$ cat src/rtl/mmio_uart_tx.sv
// Memory-mapped UART transmitter: a byte FIFO fed by core stores, drained by an 8N1 serialiser.
// Optional even parity bit between data and stop when UART_PARITY_EN is defined.
module mmio_uart_tx #(
  parameter int unsigned CLK_DIV    = 16,
  parameter int unsigned FIFO_DEPTH = 8,
  parameter logic [31:0] BASE_ADDR  = 32'h0000_1000
) (
  input  logic        clk,
  input  logic        rst,
  input  logic        we,
  input  logic [31:0] addr,
  input  logic [31:0] wdata,
  output logic [31:0] rdata,
  output logic        txd,
  output logic        irq_empty,
  output logic [2:0]  state_dbg
);

  localparam int unsigned PTR_W  = $clog2(FIFO_DEPTH);
  localparam int unsigned CNT_W  = PTR_W + 1;
  localparam int unsigned BAUD_W = $clog2(CLK_DIV);
  localparam logic [BAUD_W-1:0] BAUD_LOAD = BAUD_W'(CLK_DIV - 1);
  localparam logic [CNT_W-1:0]  CNT_FULL  = CNT_W'(FIFO_DEPTH);

`ifdef UART_PARITY_EN
  localparam logic PARITY_FLAG = 1'b1;
  typedef enum logic [2:0] {IDLE = 3'd0, START = 3'd1, DATA = 3'd2, PARITY = 3'd3, STOP = 3'd4} state_t;
`else
  localparam logic PARITY_FLAG = 1'b0;
  typedef enum logic [2:0] {IDLE = 3'd0, START = 3'd1, DATA = 3'd2, STOP = 3'd4} state_t;
`endif

  // Bus-side handshake: a store is a single-cycle strobe (we) with no ready;
  // TXDATA stores are accepted only when count < FIFO_DEPTH, otherwise dropped and flagged.
  logic             sel;
  logic [1:0]       idx;
  logic             push_req;
  logic             push_ok;
  logic             pop;
  logic             full;
  logic             empty;
  logic             overflow;
  logic [CNT_W-1:0] count;
  logic [PTR_W-1:0] wr_ptr;
  logic [PTR_W-1:0] rd_ptr;
  logic [7:0]       mem [FIFO_DEPTH];
  logic [7:0]       head;

  state_t            state, state_n;
  logic [BAUD_W-1:0] baud, baud_n;
  logic [2:0]        bit_idx, bit_n;
  logic [7:0]        shreg, shreg_n;
  logic              par, par_n;

  logic unused_bits;
  assign unused_bits = ^{wdata[31:8], wdata[2:0], addr[1:0], BASE_ADDR[3:0]};

  assign sel      = (addr[31:4] == BASE_ADDR[31:4]);
  assign idx      = addr[3:2];
  assign push_req = we && sel && (idx == 2'd0);
  assign full     = (count == CNT_FULL);
  assign empty    = (count == '0);
  assign push_ok  = push_req && !full;
  assign head     = mem[rd_ptr];

  always_ff @(posedge clk) begin
    if (push_ok) mem[wr_ptr] <= wdata[7:0];
  end

  // Count is judged before this edge's pop, so a push into a full FIFO is dropped
  // even when the serialiser frees a slot on the same edge.
  always_ff @(posedge clk or posedge rst) begin
    if (rst) begin
      wr_ptr   <= '0;
      rd_ptr   <= '0;
      count    <= '0;
      overflow <= 1'b0;
    end else begin
      if (push_ok) wr_ptr <= wr_ptr + 1'b1;
      if (pop)     rd_ptr <= rd_ptr + 1'b1;
      case ({push_ok, pop})
        2'b10:   count <= count + 1'b1;
        2'b01:   count <= count - 1'b1;
        default: count <= count;
      endcase
      if (push_req && full)
        overflow <= 1'b1;
      else if (we && sel && (idx == 2'd1) && wdata[3])
        overflow <= 1'b0;
    end
  end

  always_ff @(posedge clk or posedge rst) begin
    if (rst) begin
      state   <= IDLE;
      baud    <= '0;
      bit_idx <= '0;
      shreg   <= '0;
      par     <= 1'b0;
    end else begin
      state   <= state_n;
      baud    <= baud_n;
      bit_idx <= bit_n;
      shreg   <= shreg_n;
      par     <= par_n;
    end
  end

  // Every bit lasts CLK_DIV cycles: reload on entry, advance when baud hits zero.
  always_comb begin
    state_n = state;
    baud_n  = (baud == '0) ? baud : baud - 1'b1;
    bit_n   = bit_idx;
    shreg_n = shreg;
    par_n   = par;
    pop     = 1'b0;
    case (state)
      IDLE: begin
        if (!empty) begin
          pop     = 1'b1;
          shreg_n = head;
          par_n   = ^head;
          baud_n  = BAUD_LOAD;
          state_n = START;
        end
      end
      START: begin
        if (baud == '0) begin
          baud_n  = BAUD_LOAD;
          bit_n   = '0;
          state_n = DATA;
        end
      end
      DATA: begin
        if (baud == '0) begin
          baud_n  = BAUD_LOAD;
          shreg_n = {1'b0, shreg[7:1]};
          if (bit_idx == 3'd7) begin
`ifdef UART_PARITY_EN
            state_n = PARITY;
`else
            state_n = STOP;
`endif
          end else begin
            bit_n = bit_idx + 1'b1;
          end
        end
      end
`ifdef UART_PARITY_EN
      PARITY: begin
        if (baud == '0) begin
          baud_n  = BAUD_LOAD;
          state_n = STOP;
        end
      end
`endif
      STOP: begin
        if (baud == '0) begin
          if (!empty) begin
            pop     = 1'b1;
            shreg_n = head;
            par_n   = ^head;
            baud_n  = BAUD_LOAD;
            state_n = START;
          end else begin
            state_n = IDLE;
          end
        end
      end
      default: state_n = IDLE;
    endcase
  end

  always_comb begin
    txd = 1'b1;
    case (state)
      START:   txd = 1'b0;
      DATA:    txd = shreg[0];
`ifdef UART_PARITY_EN
      PARITY:  txd = par;
`endif
      default: txd = 1'b1;
    endcase
  end

  always_comb begin
    rdata = 32'h0;
    if (sel && (idx == 2'd1)) begin
      rdata[0]    = full;
      rdata[1]    = empty;
      rdata[2]    = (state != IDLE);
      rdata[3]    = overflow;
      rdata[4]    = PARITY_FLAG;
      rdata[14:8] = 7'(count);
    end
  end

  assign irq_empty = empty && (state == IDLE);
  assign state_dbg = state;

endmodule

$ cat config.mk
export PLATFORM = sky130hd
export DESIGN_NAME = mmio_uart_tx
export DESIGN_NICKNAME = d
export VERILOG_FILES = /design/src/rtl/mmio_uart_tx.sv
export SDC_FILE = /design/constraint.sdc
export NUM_CORES = 1
export LEC_CHECK = 0
export BUFFER_PORTS_ARGS = -buffer_cell sky130_fd_sc_hd__buf_4
export CORE_MARGIN = 2
export CORE_UTILIZATION = 49
export DETAILED_ROUTE_END_ITERATION = 6
export PLACE_DENSITY_LB_ADDON = 0.2
export SLEW_MARGIN = 40
export SYNTH_ARGS = -nofsm -noshare
export SYNTH_HDL_FRONTEND = slang
export SYNTH_SLANG_ARGS = --single-unit
$ cat constraint.sdc
create_clock -name clk -period 2.5 [get_ports clk]
set_input_delay 0.25 -clock clk [delete_from_list [all_inputs] [get_ports clk]]
set_output_delay 0.25 -clock clk [all_outputs]
set_load 0.05 [all_outputs]
-- Word level (Yosys, flattened, before mapping)
Memories as Yosys holds them, arrays and structs flattened.
Cells that the tools add are included.
W data, S select, Z words.
- register bits after elaboration: 29
- RAM bits: 64
- input port bits: 67
- output and inout bits: 37
- logic and storage cells: 83
- memories: 1
- $add $sub $neg: 6
- equality and inequality tests: 15
- mux-type cells: 31
- reduce and logical (&&, ||, !) cells: 22
- memory list (memory ; depth ; bits a word ; read ports ; clocked after Yosys merged registers in ; write ports ; RTL line ; text):
    mem ; 8 ; 8 ; 1 ; 0 ; 1 ; 46 ; logic [7:0] mem [FIFO_DEPTH];
- operators with widths (kind ; count):
    $eq A28 B9 Y1 const B ; 1
    $mux W3 ; 8
    $mux W4 ; 6
    $mux W8 ; 3
    $pmux W8 S3 ; 1
    $ne A2 B2 Y1 const B ; 6
    $pmux W3 S4 ; 1
    $pmux W4 S3 ; 1
    $add A3 B1 Y3 const B ; 3
    $logic_and A1 B1 Y1 ; 8
    $logic_not A4 Y1 ; 2
    $pmux W4 S2 ; 1
    $sub A4 B1 Y4 const B ; 2
    $mux W1 ; 7
    $eq A3 B3 Y1 const B ; 2
    $pmux W3 S2 ; 1
    $reduce_bool A2 Y1 ; 3
    $reduce_bool A3 Y1 ; 2
    $reduce_and A5 Y1 ; 1
    $add A4 B1 Y4 const B ; 1
    $eq A2 B1 Y1 const B ; 2
    $eq A4 B4 Y1 const B ; 1
    $pmux W1 S2 ; 2
    $reduce_and A4 Y1 ; 1
    8 further kinds ; 8

-- Logic depth before layout (Yosys ltp)
Gate-level depths: netlist (run 1).
- depth in word-level cells: 6
- gate-level depth with buffers: 12
- mapped depth without buffers: 12

-- Least setup slack after synthesis (run 1)
Ideal clock, no wire load.
- path kind: in2reg
- start: in addr[15]
- end: reg count[2]
- setup time: 0.125 ns
- arrival: 2.470 ns
- required time: 2.375 ns
- slack: -0.095 ns
- cell stages on the path: 12
- path buffers: 1
- path through: nor4b_1 -> nand2_1 -> or3_1 -> buf_2 -> nand2b_1 -> ha_1 -> xor2_1 -> ha_1 -> a21oi_1 -> xor2_1 -> nor2_1 -> xor2_1
- cells in the longest elaborated chain, start to end: 6
- elaborated cells on any way between the ends: 8
- classes of those cells: 3 x eq/ne; 1 x mux; 4 x reduce/logical
- RTL lines (item ; RTL line ; text):
    start, declared ; 11 ; input logic [31:0] addr,
    $eq A28 B9 Y1 * ; 58 ; assign sel = (addr[31:4] == BASE_ADDR[31:4]);
    $logic_and A1 B1 Y1 * (2 in series) ; 60 ; assign push_req = we && sel && (idx == 2'd0);
    $logic_and A1 B1 Y1 * ; 63 ; assign push_ok = push_req && !full;
    $eq A2 B1 Y1 / $eq A2 B2 Y1 (equally long branches) ; 81 ; case ({push_ok, pop})
    $pmux W4 S2 / $reduce_bool A2 Y1 (equally long branches) ; -- ;
    end signal, assigned ; 82 ; 2'b10: count <= count + 1'b1;
    end signal, assigned ; 83 ; 2'b01: count <= count - 1'b1;
    end signal, assigned ; 84 ; default: count <= count;
    end, declared ; 43 ; logic [CNT_W-1:0] count;
Mark *: on every way between the ends. The rest lies on a longest branch, timed or not.
A chain may end at the register's enable or synchronous reset.

-- Final worst setup path (run 1)
- start: reg baud[0]
- end: reg count[3]
- cells in the longest elaborated chain, start to end: 5
- elaborated cells on any way between the ends: 7
- classes of those cells: 2 x eq/ne; 3 x mux; 2 x reduce/logical
- RTL lines (item ; RTL line ; text):
    start, declared ; 50 ; logic [BAUD_W-1:0] baud, baud_n;
    start signal, assigned ; 102 ; baud <= baud_n;
    $logic_not A4 Y1 * ; 158 ; if (baud == '0) begin
    $mux W1 * ; 158 ;
    $pmux W1 S2 * ; 117 ; case (state)
    named net pop ; 39 ; logic pop;
    $eq A2 B1 Y1 / $eq A2 B2 Y1 (equally long branches) ; 81 ;
    $pmux W4 S2 / $reduce_bool A2 Y1 (equally long branches) ; -- ;
The timed path passes the listed nets; every way through them passes the cells marked *.

==> flow_summary_export.csv, run 1 <==
group,metric,value,unit
min_path,hp-start,"wdata[7]",
final_layout,synthToLayoutAreaGrowth,17.5,%
critical_path,cpPeakStageDelay,390,ps
min_path,hold_path.class,"in -> reg",
critical_path,crit_chain,"inv_1, ha_1, nor3b_4, inv_2, a211oi_4, buf_4, ha_2, nor4bb_2, a211oi_1, a211oi_1, xor2_1",
yosys,synth_ff_type,"edfxtp_1",
critical_path,critPathKind,"reg -> reg",
critical_path,reg2reg_from,"baud[0]",
critical_path,crit_slowest_cell,"dfrtp_1",
critical_path,r2r_cells,11,
yosys,synth-edff-count,64,
clock_tree,clkTransAtPathRegs,100,ps
floorplan,dieArea,10000,um2
yosys,yosysSeqAreaShare,58.5,%
sta,layout_min_cycle_time,2290,ps
sta,hold_viol,0,
grt,grt.total_usage,18.6,%
min_path,whs_endpoint,"mem[7][7]",
clock_tree,cts_setup_buffers,0,
sta,fin_worst_skew,14.5,ps
sta,maxSlewViolCount,0,
yosys,synthTopCellsByArea,"edfxtp_1 (42%), dfrtp_1 (16%), mux4_2 (5.0%)",
detailed_routing,first_pass_iters,4,
critical_path,critical-path-top-delay-family,"compound AO/OA/AOI/OAI gates",
sta,relSlewSlack,57.3,%
yosys,yosysTopAreaCell,"edfxtp_1",
final_layout,mostFrequentLayoutCells,"buf_4 (79), edfxtp_1 (64), dfrtp_1 (29)",
detailed_routing,wl_per_cell,16.6,um
critical_path,startpoint_type,"register",
detailed_routing,postRouteWirelength,8.76,mm
detailed_routing,avgViaCountPerCell,5.40,
detailed_routing,dr.first_iter.drc_count,192,
critical_path,cp.required,2730,ps
grt,grt_max_degree,30,
power,max-vdd-ir-drop,379,uV
final_layout,final_common_cell,"buf_4",
floorplan,core,9110,um2
yosys,syn_area,4530,um2
floorplan,dieWidth,100,um
detailed_routing,vias,2855,
final_layout,finalNonFillerCells,529,
place,numPlacedInstances,512,
sta,tightest_slew,638,ps
critical_path,critPathLaunch,"baud[0]",
floorplan,num_io_pins,104,
floorplan,initial_core_util,49.7,%
detailed_routing,drc,0,
sta,setup_viol,0,
critical_path,path_max_fanout,5,
yosys,syn_avg_cell_area,13.4,um2
clock_tree,htree_levels,3,
grt,grt-ovfl-total,0,
critical_path,arrival,2520,ps
run_status,status,"finished, final reports clean",
final_layout,nFillCells,718,
place,io_buffers,53,
clock_tree,clock_path_buffers,2,
sta,timing.final.crit_share,91.5,%
final_layout,final_util,58.4,%
place,hpwl,6.01,mm
power,power_leakage,2.15,nW
yosys,synthCells,339,
clock_tree,cts_tree,"yes",
critical_path,crit_cells,11,
grt,grt_pass1_vias,2859,
critical_path,end_kind,"register",
critical_path,cpMostUsedCell,"a211oi_1",
yosys,async_flop_share,31.2,%
final_layout,n_antenna_cell,0,
floorplan,die_y,100,um
min_path,hold_depth,1,
yosys,synth_top_area_share,42.4,%
place,place_area,5100,um2
yosys,synth.distinct_cells,57,
detailed_routing,drtAntennaViolNets,0,
clock_tree,cts.sinks,93,
final_layout,fin_area,5320,um2
sta,fmax,0.437,GHz
flow_run,max-cap-violations,0,
final_layout,final_net_count,489,
critical_path,ff2ff_setup_slack,210,ps
grt,grt_pass1_wl,14.4,mm
power,p_per_area,544,nW/um2
clock_tree,insertion_delay,360,ps
yosys,yosys_warnings,0,
critical_path,r2r-end,"count[3]",
sta,rsz0062_at_grt,"false",
critical_path,path_buf_inv,3,
floorplan,rows,35,
final_layout,drive_above_1_share,29.2,%
grt,antenna_found_initial,0,
yosys,synth-seq-cells,93,
clock_tree,root_buffer,"clkbuf_8",
place,finalWeightedCongestion,0.745,
clock_tree,cts_buffers,9,
## power breakdown
part           switching [W]  leakage [nW]  internal [W]
logic               0.000178          1.08      0.000109
clock network       0.000551        0.0947      0.000382
registers          0.0000121         0.980       0.00166
## cell families (layout without fill, tap and decap cells)
kind of cell    after synthesis  in the layout  synth area share (%)
buf+inv                      53            109                  7.32
xor+xnor                     10             10                  1.93
mux                          36             36                  11.0
fa+ha+maj                     9              9                  2.49
flops                        93             93                  58.5
simple gates                 95             95                  12.1
compound gates               42             42                  6.69
other cells                   1             24                0.0828
## flip-flops by register name, summed over array words and instances (netlist names)
signal	cells
mem	64
shreg	8
baud	4
count	4
bit_idx	3
rd_ptr	3
state_dbg	3
wr_ptr	3
overflow	1
## worst max path at each step
| stage | end | slack (ps) |
|---|---|---|
| 5_1_grt | count[2] | 20 |
| 2_1_floorplan | mem[1][0] | -70 |
| 3_5_place_dp | count[2] | -90 |
| 6_report | count[3] | 210 |
| 4_1_cts | count[3] | 100 |
| 3_3_place_gp | count[2] | -70 |
## through the flow
stage | setup TNS (ps) | setup slack (ps) | hold WS (ps) | power (W)
3_5_place_dp | -110 | -85.1 | 377 | 0.00198
6_report | 0 | 212 | 121 | 0.00289
3_3_place_gp | -67.8 | -67.8 | 360 | 0.00198
2_1_floorplan | -2130 | -72.6 | 328 | 0.00191
4_1_cts | 0 | 104 | 109 | 0.00290
5_1_grt | 0 | 24.2 | 112 | 0.00299
## cells in the mapped netlist (all sizes together) (3+ instances only)
library cell and instances:
edfxtp 64, buf 36, dfrtp 29, mux2i 20, nor2 19, nand2 13
inv 12, nor4 12, and2 11, o21ai 11, mux4 10, nor3 10
a21oi 9, ha 9, xor2 7, mux2 6, nand2b 6, o32ai 6
clkbuf 5, nand3 4, or3 4, a211oi 3, a22o 3, nand4 3
nor4b 3, xnor2 3
## area by class of cell
cell class | count | area, um2 | area share, %
tap | 111 | 139 | 2.61
timing repair buffer | 81 | 623 | 11.7
inverter | 12 | 45.0 | 0.847
clock inverter | 6 | 53.8 | 1.01
multi-input combinational | 216 | 1680 | 31.7
clock buffer | 10 | 128 | 2.40
sequential | 93 | 2650 | 49.8
## repair_timing
| action | CTS | global route |
|---|---|---|
| gates resized for setup | 0 | 5 |
| setup endpoints to repair | 0 | 3 |
| endpoints found under the hold margin | 26 | 0 |
| hold buffers | 1 | 0 |
## layer usage
metal / GRT usage, % / vias to the layer above / share of wire, %
met2: 30.4 / 84 / 50
met4: 4.43 / 0 / 0.55
met3: 2.86 / 6 / 3.9
li1: - / 1366 / -
met1: 26.6 / 1399 / 46
met5: 0 / - / 0
Note: power is estimated with default switching activity, not from simulation.
==> inputs of run 2 (changes only) <==
- ABC_AREA: unset -> 1
- CORE_UTILIZATION: 49 -> 30
==> flow_summary_export.csv, run 2 <==
group,metric,value,unit
run_status,status,"finished, final reports clean",
final_layout,reg_top3,"mem x64, shreg x8",
min_path,hold_depth,1,
yosys,syn_avg_cell_area,9.53,um2
clock_tree,ctsResizeCount,0,
grt,grt_pass1_vias,3196,
yosys,synth.distinct_cells,39,
yosys,synthTopCellsByCount,"nand2_1 (133), nand3_1 (70), edfxtp_1 (64)",
critical_path,critPathKind,"reg -> reg",
final_layout,synthToLayoutAreaGrowth,20.3,%
power,power_leakage,2.39,nW
clock_tree,clkTransAtPathRegs,70,ps
yosys,synth_ff_type,"edfxtp_1",
critical_path,ff2ff_setup_slack,370,ps
clock_tree,clock_path_buffers,2,
place,pre_cts_ws,228,ps
sta,setup-tns-final,0,ps
grt,grt.total_usage,13.0,%
critical_path,reg2reg_from,"baud[0]",
clock_tree,root_buffer,"clkbuf_16",
min_path,whs_endpoint,"mem[0][0]",
floorplan,initial_core_util,30.4,%
critical_path,cpPeakStageDelay,410,ps
grt,grt_pass1_wl,16.4,mm
critical_path,crit_slowest_cell,"dfrtp_1",
sta,hold_viol,0,
floorplan,dieArea,16300,um2
final_layout,top_register,"mem",
yosys,async_flop_share,31.2,%
detailed_routing,drtAntennaViolNets,0,
floorplan,core,15100,um2
yosys,synth-edff-count,64,
detailed_routing,avgViaCountPerCell,4.47,
place,finalWeightedCongestion,0.758,
critical_path,r2r-end,"count[2]",
sta,setup_viol,0,
critical_path,arrival,2350,ps
final_layout,final_common_cell,"nand2_1",
critical_path,cp.required,2720,ps
yosys,synth_top_area_share,41.9,%
detailed_routing,drc,0,
yosys,synthCells,481,
sta,maxSlewViolCount,0,
clock_tree,cts_tree,"yes",
final_layout,n_antenna_cell,0,
detailed_routing,vias,3323,
clock_tree,ctsHoldBuffers,1,
clock_tree,cts.sinks,93,
floorplan,num_io_pins,104,
min_path,hp-start,"wdata[0]",
grt,grt-ovfl-total,0,
yosys,yosysTopAreaCell,"edfxtp_1",
floorplan,rows,45,
sta,rsz0062_at_grt,"false",
sta,fin_worst_skew,10.4,ps
final_layout,drive_above_1_share,20.0,%
place,hpwl,6.63,mm
min_path,hold_path.class,"in -> reg",
power,p_per_area,582,nW/um2
critical_path,path_max_fanout,4,
yosys,yosys_warnings,0,
flow_run,max-cap-violations,0,
critical_path,path_buf_inv,1,
critical_path,critical-path-top-delay-family,"adder cells",
yosys,synthTopCellsByArea,"edfxtp_1 (42%), dfrtp_1 (16%), nand2_1 (11%)",
clock_tree,htree_levels,3,
final_layout,final_net_count,627,
critical_path,crit_chain,"inv_1, ha_1, nand2_2, a21oi_2, ha_1, xor2_1, ha_1, a21o_1, or2_2, nand3_1, o21ai_0",
yosys,yosys.cell_count.top_type,"nand2_1",
critical_path,r2r_cells,11,
detailed_routing,first_pass_iters,4,
power,max-vdd-ir-drop,516,uV
clock_tree,cts_buffers,9,
critical_path,end_kind,"register",
critical_path,startpoint_type,"register",
clock_tree,cts_setup_buffers,0,
place,io_buffers,53,
grt,grt_max_degree,35,
sta,fmax,0.469,GHz
clock_tree,insertion_delay,340,ps
detailed_routing,dr.first_iter.drc_count,203,
yosys,synth-seq-cells,93,
final_layout,mostFrequentLayoutCells,"nand2_1 (133), buf_4 (72), nand3_1 (70)",
detailed_routing,wl_per_cell,13.6,um
floorplan,die_y,128,um
final_layout,largest_register_ff_count,64,
critical_path,cpMostUsedCell,"ha_1",
grt,antenna_found_initial,0,
sta,timing.final.crit_share,85.3,%
detailed_routing,postRouteWirelength,10.1,mm
yosys,yosysSeqAreaShare,57.7,%
yosys,syn_area,4590,um2
sta,layout_min_cycle_time,2130,ps
floorplan,dieWidth,128,um
sta,postLayoutSetupSlackWorst,368,ps
-- run 2: cell count changes after synthesis, sizes merged, moves of 10 or more --
cell	delta
mux2i	-20
mux4	-10
nand3	+68
inv	+20
and2	-10
nor4	-12
nor2	+35
nand2	+125
-- run 2: routing by layer --
layer  share of wire, %  vias to the layer above  global-route usage [%]
met3                3.6                        9                    2.81
li1                   -                     1689                       -
met4               0.91                        0                    2.91
met2                 50                       73                    22.8
met1                 45                     1552                    16.6
met5                  0                        -                       0
-- run 2: area by class of cell --
type	count	area [um2]
clock buffer	10	229
fill	1524	9570
tap	188	235
multi-input combinational	341	1650
sequential	93	2650
clock inverter	6	76.3
inverter	33	126
timing repair buffer	73	551
-- run 2: cells by family (layout without fill, tap and decap cells) --
group | count (synthesis) | count (layout) | synth area share [%]
simple gates | 279 | 279 | 27.2
flops | 93 | 93 | 57.7
buf+inv | 70 | 122 | 8.16
compound gates | 22 | 22 | 3.00
fa+ha+maj | 9 | 9 | 2.46
xor+xnor | 7 | 7 | 1.34
other cells | 1 | 24 | 0.0818
-- run 2: worst reg2reg max path, cell delays in order, from the launching register on --
cell and delay (ps):
dfrtp_1 410, inv_1 60, ha_1 230, nand2_2 100
a21oi_2 70, ha_1 230, xor2_1 180, ha_1 200
a21o_1 160, or2_2 260, nand3_1 60, o21ai_0 70
-- run 2: power by group --
part / internal (W) / switching (W) / total, W
clock network: 0.000795 / 0.000603 / 0.00140
registers: 0.00165 / 0.00000000000555 / 0.00165
logic: 0.0000471 / 0.000114 / 0.000162
-- run 2: worst max-delay path by stage --
stage / start / end / slack (ps) / cells after the start
finish: baud[0] / count[2] / 370 / 11
global route: baud[0] / count[2] / 220 / 11
detailed placement: addr[27] / count[2] / 230 / 14
CTS: baud[0] / count[2] / 360 / 11
global placement: addr[25] / count[2] / 240 / 14
floorplan: state_dbg[1] / count[2] / 140 / 10
-- run 2: metrics by stage --
step / total power, W / instances / util, % / hold slack (ps) / cell area, um2
finish: 0.00321 / 744 / 36.6 / 143 / 5520
global route: 0.00332 / 744 / 36.6 / 135 / 5520
CTS: 0.00324 / 744 / 36.6 / 133 / 5520
detailed placement: 0.00184 / 727 / 34.5 / 360 / 5200
global placement: 0.00184 / 727 / 34.5 / 363 / 5200
floorplan: 0.00180 / 504 / - / 328 / 4670
